[src/rtl/ram_burst_master.sv]
// Burst initiator for a single-port synchronous RAM: turns start/length/direction
// commands into one RAM strobe per word, with a valid/ready write stream and a read strobe.
module ram_burst_master #(
  parameter int DATA_W = 8,
  parameter int ADDR_W = 3
) (
  input  logic              Clk,
  input  logic              Rst_n,
  input  logic              req_valid,
  output logic              req_ready,
  input  logic              req_write,
  input  logic [ADDR_W-1:0] req_addr,
  input  logic [ADDR_W:0]   req_len,
  input  logic              wr_valid,
  output logic              wr_ready,
  input  logic [DATA_W-1:0] wr_data,
  output logic              rd_valid,
  output logic [DATA_W-1:0] rd_data,
  output logic [ADDR_W-1:0] rd_addr,
  output logic              done,
  output logic              ram_CS,
  output logic              ram_WE,
  output logic [ADDR_W-1:0] ram_Addr,
  output logic [DATA_W-1:0] ram_dataIn,
  input  logic [DATA_W-1:0] ram_dataOut
);

  typedef enum logic [1:0] {S_IDLE, S_WRITE, S_READ, S_FIN} state_t;

  localparam logic [ADDR_W-1:0] ONE_A = 1;
  localparam logic [ADDR_W:0]   ONE_L = 1;

  state_t              r_state;
  state_t              w_next;
  logic [ADDR_W-1:0]   r_cur;
  logic [ADDR_W:0]     r_rem;
  logic                r_cs;
  logic                r_we;
  logic [ADDR_W-1:0]   r_addr;
  logic [DATA_W-1:0]   r_din;
  logic                r_rd_valid;
  logic [ADDR_W-1:0]   r_rd_addr;

  logic                w_more;
  logic                w_accept;
  logic                w_wr_fire;
  logic                w_rd_fire;
  logic                w_issue;

  always_comb begin
    w_more    = (r_rem != '0);
    w_accept  = req_valid && (r_state == S_IDLE);
    w_wr_fire = (r_state == S_WRITE) && w_more && wr_valid;
    w_rd_fire = (r_state == S_READ) && w_more;
    w_issue   = w_wr_fire || w_rd_fire;
  end

  // WRITE/READ linger one cycle after the final issue so that FIN (and done)
  // lands in the cycle after the last RAM strobe is on the pins.
  always_comb begin
    w_next = r_state;
    case (r_state)
      S_IDLE: begin
        if (w_accept) begin
          if (req_len == '0)  w_next = S_FIN;
          else if (req_write) w_next = S_WRITE;
          else                w_next = S_READ;
        end
      end
      S_WRITE: if (!w_more) w_next = S_FIN;
      S_READ:  if (!w_more) w_next = S_FIN;
      S_FIN:   w_next = S_IDLE;
      default: w_next = S_IDLE;
    endcase
  end

  always_ff @(posedge Clk or negedge Rst_n) begin
    if (!Rst_n) begin
      r_state    <= S_IDLE;
      r_cur      <= '0;
      r_rem      <= '0;
      r_cs       <= 1'b0;
      r_we       <= 1'b0;
      r_addr     <= '0;
      r_din      <= '0;
      r_rd_valid <= 1'b0;
      r_rd_addr  <= '0;
    end else begin
      r_state <= w_next;
      if (w_accept) begin
        r_cur <= req_addr;
        r_rem <= req_len;
      end else if (w_issue) begin
        r_cur <= r_cur + ONE_A;
        r_rem <= r_rem - ONE_L;
      end
      r_cs <= w_issue;
      r_we <= w_wr_fire;
      if (w_issue)   r_addr <= r_cur;
      if (w_wr_fire) r_din  <= wr_data;
      // RAM output register adds one cycle, so read results trail the strobe by one.
      r_rd_valid <= r_cs && !r_we;
      r_rd_addr  <= r_addr;
    end
  end

  assign req_ready  = (r_state == S_IDLE);
  assign wr_ready   = (r_state == S_WRITE) && w_more;
  assign done       = (r_state == S_FIN);
  assign ram_CS     = r_cs;
  assign ram_WE     = r_we;
  assign ram_Addr   = r_addr;
  assign ram_dataIn = r_din;
  assign rd_valid   = r_rd_valid;
  assign rd_addr    = r_rd_addr;
  assign rd_data    = ram_dataOut;

endmodule

[config.mk]
export PLATFORM = sky130hd
export DESIGN_NAME = ram_burst_master
export DESIGN_NICKNAME = d
export VERILOG_FILES = /design/src/rtl/ram_burst_master.sv
export SDC_FILE = /design/constraint.sdc
export NUM_CORES = 1
export LEC_CHECK = 0
export ABC_AREA = 1
export CORE_MARGIN = 2
export CORE_UTILIZATION = 42
export DETAILED_ROUTE_END_ITERATION = 6
export PLACE_DENSITY = 0.79
export SLEW_MARGIN = 20
export SYNTH_ARGS = -nofsm -noshare
export SYNTH_HDL_FRONTEND = slang
export SYNTH_SLANG_ARGS = --single-unit
[constraint.sdc]
create_clock -name Clk -period 1.5 [get_ports Clk]
set_clock_uncertainty 0.1 [all_clocks]
set_input_delay 0.375 -clock Clk [delete_from_list [all_inputs] [get_ports Clk]]
set_output_delay 0.375 -clock Clk [all_outputs]
set_load 0.05 [all_outputs]
## After elaboration in Yosys (flattened, before gate mapping)

Index checks and enable logic that the tools add are counted.

| cells by class | value |
|---|---|
| $add $sub $neg | 2 |
| equality and inequality tests | 5 |
| muxes and demuxes | 9 |
| reduce and logical (&&, ||, !) cells | 13 |

Operators with widths:

| kind | count |
|---|---|
| two-way mux 2 bit | 4 |
| two-way mux 4 bit | 2 |
| two-way mux 3 bit | 2 |
| one-hot mux 2 bit (3 select lines) | 1 |
| logical AND 1 bit | 5 |
| equality test 2 bit (second input constant) | 2 |
| zero test 4 bit | 1 |
| nonzero test 4 bit | 1 |
| subtractor 4 x 1 -> 4 bit (second input constant) | 1 |
| adder 3 x 1 -> 3 bit (second input constant) | 1 |
| equality test 2 x 1 -> 1 bit (second input constant) | 1 |
| zero test 2 bit | 1 |
| inequality test 2 x 1 -> 1 bit (second input constant) | 1 |
| inequality test 2 bit (second input constant) | 1 |
| AND reduction 2 bit | 1 |
| nonzero test 2 bit | 1 |
| OR reduction 2 bit | 1 |
| zero test 1 bit | 1 |
| logical OR 1 bit | 1 |

| storage, ports and cells | value |
|---|---|
| flip-flop bits (word level) | 26 |
| word-level logic and storage cells | 38 |
| output and inout port bits | 28 |

## Depth between registers and ports, before layout

| logic depth | value |
|---|---|
| word-level depth | 6 |
| depth in mapped cells | 9 |
| mapped depth without buffers | 8 |

## Least setup slack after synthesis

OpenSTA, ideal clock, no wires.

| path | value |
|---|---|
| kind | register to register |
| start point | register r_state[0] |
| end point | register r_rem[2] |
| buffers on the path | 1 |
| period minus slack after synthesis | 1.807 ns |
| cell stages (with the launch flop) | 9 |
| data arrival time | 1.590 ns |
| path slack | -0.307 ns |
| setup time | 0.117 ns |
| cells stage by stage | dfrtp_1 > inv_1 > ha_1 > nand2_1 > buf_2 > o21ai_0 > nand2_1 > nand2_1 > nand2_1 |

RTL lines:

| element | line | RTL |
|---|---|---|
| start: declaration | 33 | `state_t r_state;` |
| start signal: assignment | 89 | `r_state <= w_next;` |
| zero test 2 bit (*) | - |  |
| via req_ready | 10 | `output logic req_ready,` |
| logical AND 1 bit (*) | 52 | `w_accept = req_valid && (r_state == S_IDLE);` |
| two-way mux 4 bit or nonzero test 2 bit (tied branches) | - |  |
| end signal: assignment | 92 | `r_rem <= req_len;` |
| end signal: assignment | 95 | `r_rem <= r_rem - ONE_L;` |
| end: declaration | 36 | `logic [ADDR_W:0] r_rem;` |

Mark *: on every way through the listed nets, which the timed path passes. The rest lies on a longest branch.
A chain may end at the register's enable or synchronous reset.

## Worst setup path after layout

| path | value |
|---|---|
| start point | register r_rem[0] |
| end point | output wr_ready |

| on the way | value |
|---|---|
| longest elaborated chain between the ends | 2 |

Ends and longest elaborated chain:

| element | line | RTL |
|---|---|---|
| nonzero test 4 bit | 51 | `w_more = (r_rem != '0);` |
| logical AND 1 bit | 108 | `assign wr_ready = (r_state == S_WRITE) && w_more;` |
| end: declaration | 15 | `output logic wr_ready,` |

No other way between the ends.

==> flow_summary.ini <==
[final_layout]
finalCoreUtilization_pct = 73.89
n_antenna_cell = 0
finalInstanceArea_um2 = 2256
finish.net_count = 248
share_of_layout_cells_above_drive_strength_1_pct = 31.92
area_growth_syn_to_layout_pct = 66.79

[floorplanning]
io_pins = 56
floorplan.die.width_um = 60.75
num_rows = 20
initial_core_util_pct = 44.30
area_enclosed_by_the_die_boundary_um2 = 3691
chipHeight_um = 60.75
core_area_um2 = 3053

[placed_design]
placedInstanceArea_um2 = 2068
detailedPlacementHpwl_um = 2179
placement.io_buffers = 39
routability_congestion = 0.7400

[synthesis]
synth_seq_area_share_pct = 48.10
syn_nets = 196
yosys.cell_types.count = 19
netlist_instances = 162
ys_top_cells_by_area = dfrtp_1, nand2_1, ha_1, buf_4, nand4_1
synth_top_cell_by_area = dfrtp_1
post_synthesis_instance_area_um2 = 1353
postSynthRegisterBits = 26
synth-warning-count = 0
syn_avg_cell_area_um2 = 8.349
synth_top_cell_area_share_pct = 48.10

[global_route]
wire_length_of_the_first_global_routing_pass_um = 5037
grt_antenna_before_repair = 0
grt-ovfl-total = 0
grt_max_degree = 27
first_global_vias = 1142
grt.total_usage_pct = 18.36

[pwr]
share_seq_of_total_power_pct = 23.2
switching_power_w = 0.002577
combPwrFrac_pct = 68.5
internal_power_w = 0.003221
swShare_pct = 44.44
power_leakage_nw = 1.130
peakVddDrop_uv = 1449
pwr_density_cell_nw_per_um2 = 2570
power_frac_clock_pct = 8.4

[sta]
post-route-worst-setup-slack_ps = -287.5
worst_slew_margin_rel_pct = 81.66
fin_crit_ps = 1787
report.final.setup_viol = 21
finalHoldViolCount = 0
period_share_pct = 119.2
drv_slew = 0
rsz0062_at_grt = true
max_slew.worst_pin.slew_ps = 272.2
fmax_mhz = 559.5

[cts]
clk_latency_ps = 320
clock_edge_transition_at_the_registers_on_the_reported_setup_and_hold_paths_ps = 150
cts_inserted_buffers = 3
cts.path.max_buffers = 2
clock_tree.root_cell = clkbuf_4
clock_tree.htree_level_count = 1
cts_tree = built
cts.hold.buffers_added = 0
clock-sinks = 26

[setup_path]
r2r_slack_ps = -100
path_max_fanout = 2
crit_path_max_incr_delay_ps = 420
critPathKind = reg2out
rr_startpoint = r_rem[0]
crit_path_cell_trace = inv_2 > ha_4 > nand3_4 > and2_4 > buf_12
timing.critical_path.to_type = output pin
worst_r2r_endpoint = r_cur[0]
worst-endpoint-arrival_ps = 1310
cp_data_required_time_ps = 1020
crit_slowest_cell = dfrtp_1
rr_worst_depth = 9
timing.critical_path.from_type = register

[routing]
number_of_routed_nets_with_antenna_violations = 0
drt_first_pass_iters = 4
detailedRoute.firstIterationViolations = 34
routed_wirelength_um = 3192
dr_vias = 1184
detail_route.wl_per_cell_um = 12.42
drc = 0
viasPerCell = 4.607

[outcome]
status = complete, but fails checks
violated_checks = negative setup slack

[job]
max-cap-violations = 0

[min_path]
hold_path_class = in2async
[metal layers]
metal | vias to the layer above | share of wire (%) | GRT usage, %
li1 | 600 | - | -
met1 | 550 | 40 | 22.61
met2 | 32 | 54 | 32.41
met3 | 2 | 5.3 | 4.051
met4 | 0 | 0.38 | 4.969
met5 | - | 0 | 0
[flip-flops by register name, summed over array words and instances, names as in the netlist]
| name | flops |
|---|---|
| r_rem | 4 |
| ram_WE | 1 |
| ram_dataIn | 8 |
| r_cur | 3 |
| rd_valid | 1 |
| rd_addr | 3 |
| ram_Addr | 3 |
| ram_CS | 1 |
| r_state | 2 |
[cell usage after synthesis, drive strengths merged]
library cell / number
nor2: 6
o21ai: 6
buf: 13
xnor2: 1
inv: 13
nand4: 7
dfrtp: 26
and2: 1
ha: 6
nand3: 8
nand2: 75
[power groups by stage]
stage | Combinational, W | Clock [W] | Sequential, W
after floorplan | 0.00140 | 0 | 0.00190
after global placement | 0.00351 | 0 | 0.00134
after detailed placement | 0.00357 | 0 | 0.00135
after CTS | 0.00378 | 0.000490 | 0.00135
after global routing | 0.00426 | 0.000529 | 0.00138
final | 0.00397 | 0.000484 | 0.00134
[per-stage QoR]
| stage | hold WS [ps] | cells | setup TNS, ps | setup WS, ps | power, W |
|---|---|---|---|---|---|
| 6_report | 290.0 | 257 | -2267 | -287.5 | 0.005798 |
| 5_1_grt | 264.1 | 257 | -3773 | -348.1 | 0.006171 |
| 4_1_cts | 289.2 | 254 | -1958 | -294.7 | 0.005613 |
| 3_5_place_dp | 355.3 | 246 | -1178 | -109.1 | 0.004924 |
| 3_3_place_gp | 349.1 | 246 | -540.6 | -75.09 | 0.004847 |
| 2_1_floorplan | -20.59 | 162 | 0 | 9.800 | 0.003293 |
[worst max-delay path: cells and delay by family (launching register included)]
family                     cells  cell delay [ps]
buffers and inverters          2              220
DFF                            1              420
adders and majority gates      1              140
and+or+nand+nor                2              220
[worst max-delay path by stage]
stage	startpoint	end	slack, ps	cells past startpoint
after floorplan	r_state[0]	r_rem[2]	10	8
after global placement	req_valid	r_cur[2]	-80	6
after detailed placement	req_valid	r_cur[2]	-110	6
after CTS	r_rem[1]	wr_ready	-290	5
after global routing	r_rem[1]	wr_ready	-350	5
final	r_rem[0]	wr_ready	-290	5
[placed cells by master, fill, tap and decap left out, drive strengths merged]
cell type / n
nand2: 75
buf: 41
dfrtp: 26
clkdlybuf4s50: 19
inv: 13
nand3: 8
nand4: 7
nor2: 6
o21ai: 6
ha: 6
clkbuf: 3
and2: 1
xnor2: 1
bufinv: 1
[logic make-up after synthesis]
group / after synthesis / share of synthesized area (%)
compound gates: 6 / 2.220
xor+xnor: 1 / 0.6477
fa+ha+maj: 6 / 5.550
buf+inv: 26 / 11.38
flops: 26 / 48.10
simple gates: 97 / 32.10
[repair_timing]
action                                  4_1_cts  5_1_grt
gates cloned                                  1        0
pin swaps                                     5        5
hold endpoints to repair                      0        0
setup buffers                                 3        3
endpoints found under the setup margin       21       25
resized for setup                            10       11
[layout make-up]
type,count,area (µm²)
Timing Repair Buffer,60,825.8
Fill cell,216,797.0
Sequential cell,26,650.6
Multi-Input combinational cell,110,618.1
Tap cell,44,55.05
Inverter,13,53.80
Clock inverter,1,30.03
Clock buffer,3,22.52
No activity file was read; power rests on OpenSTA's default activity.
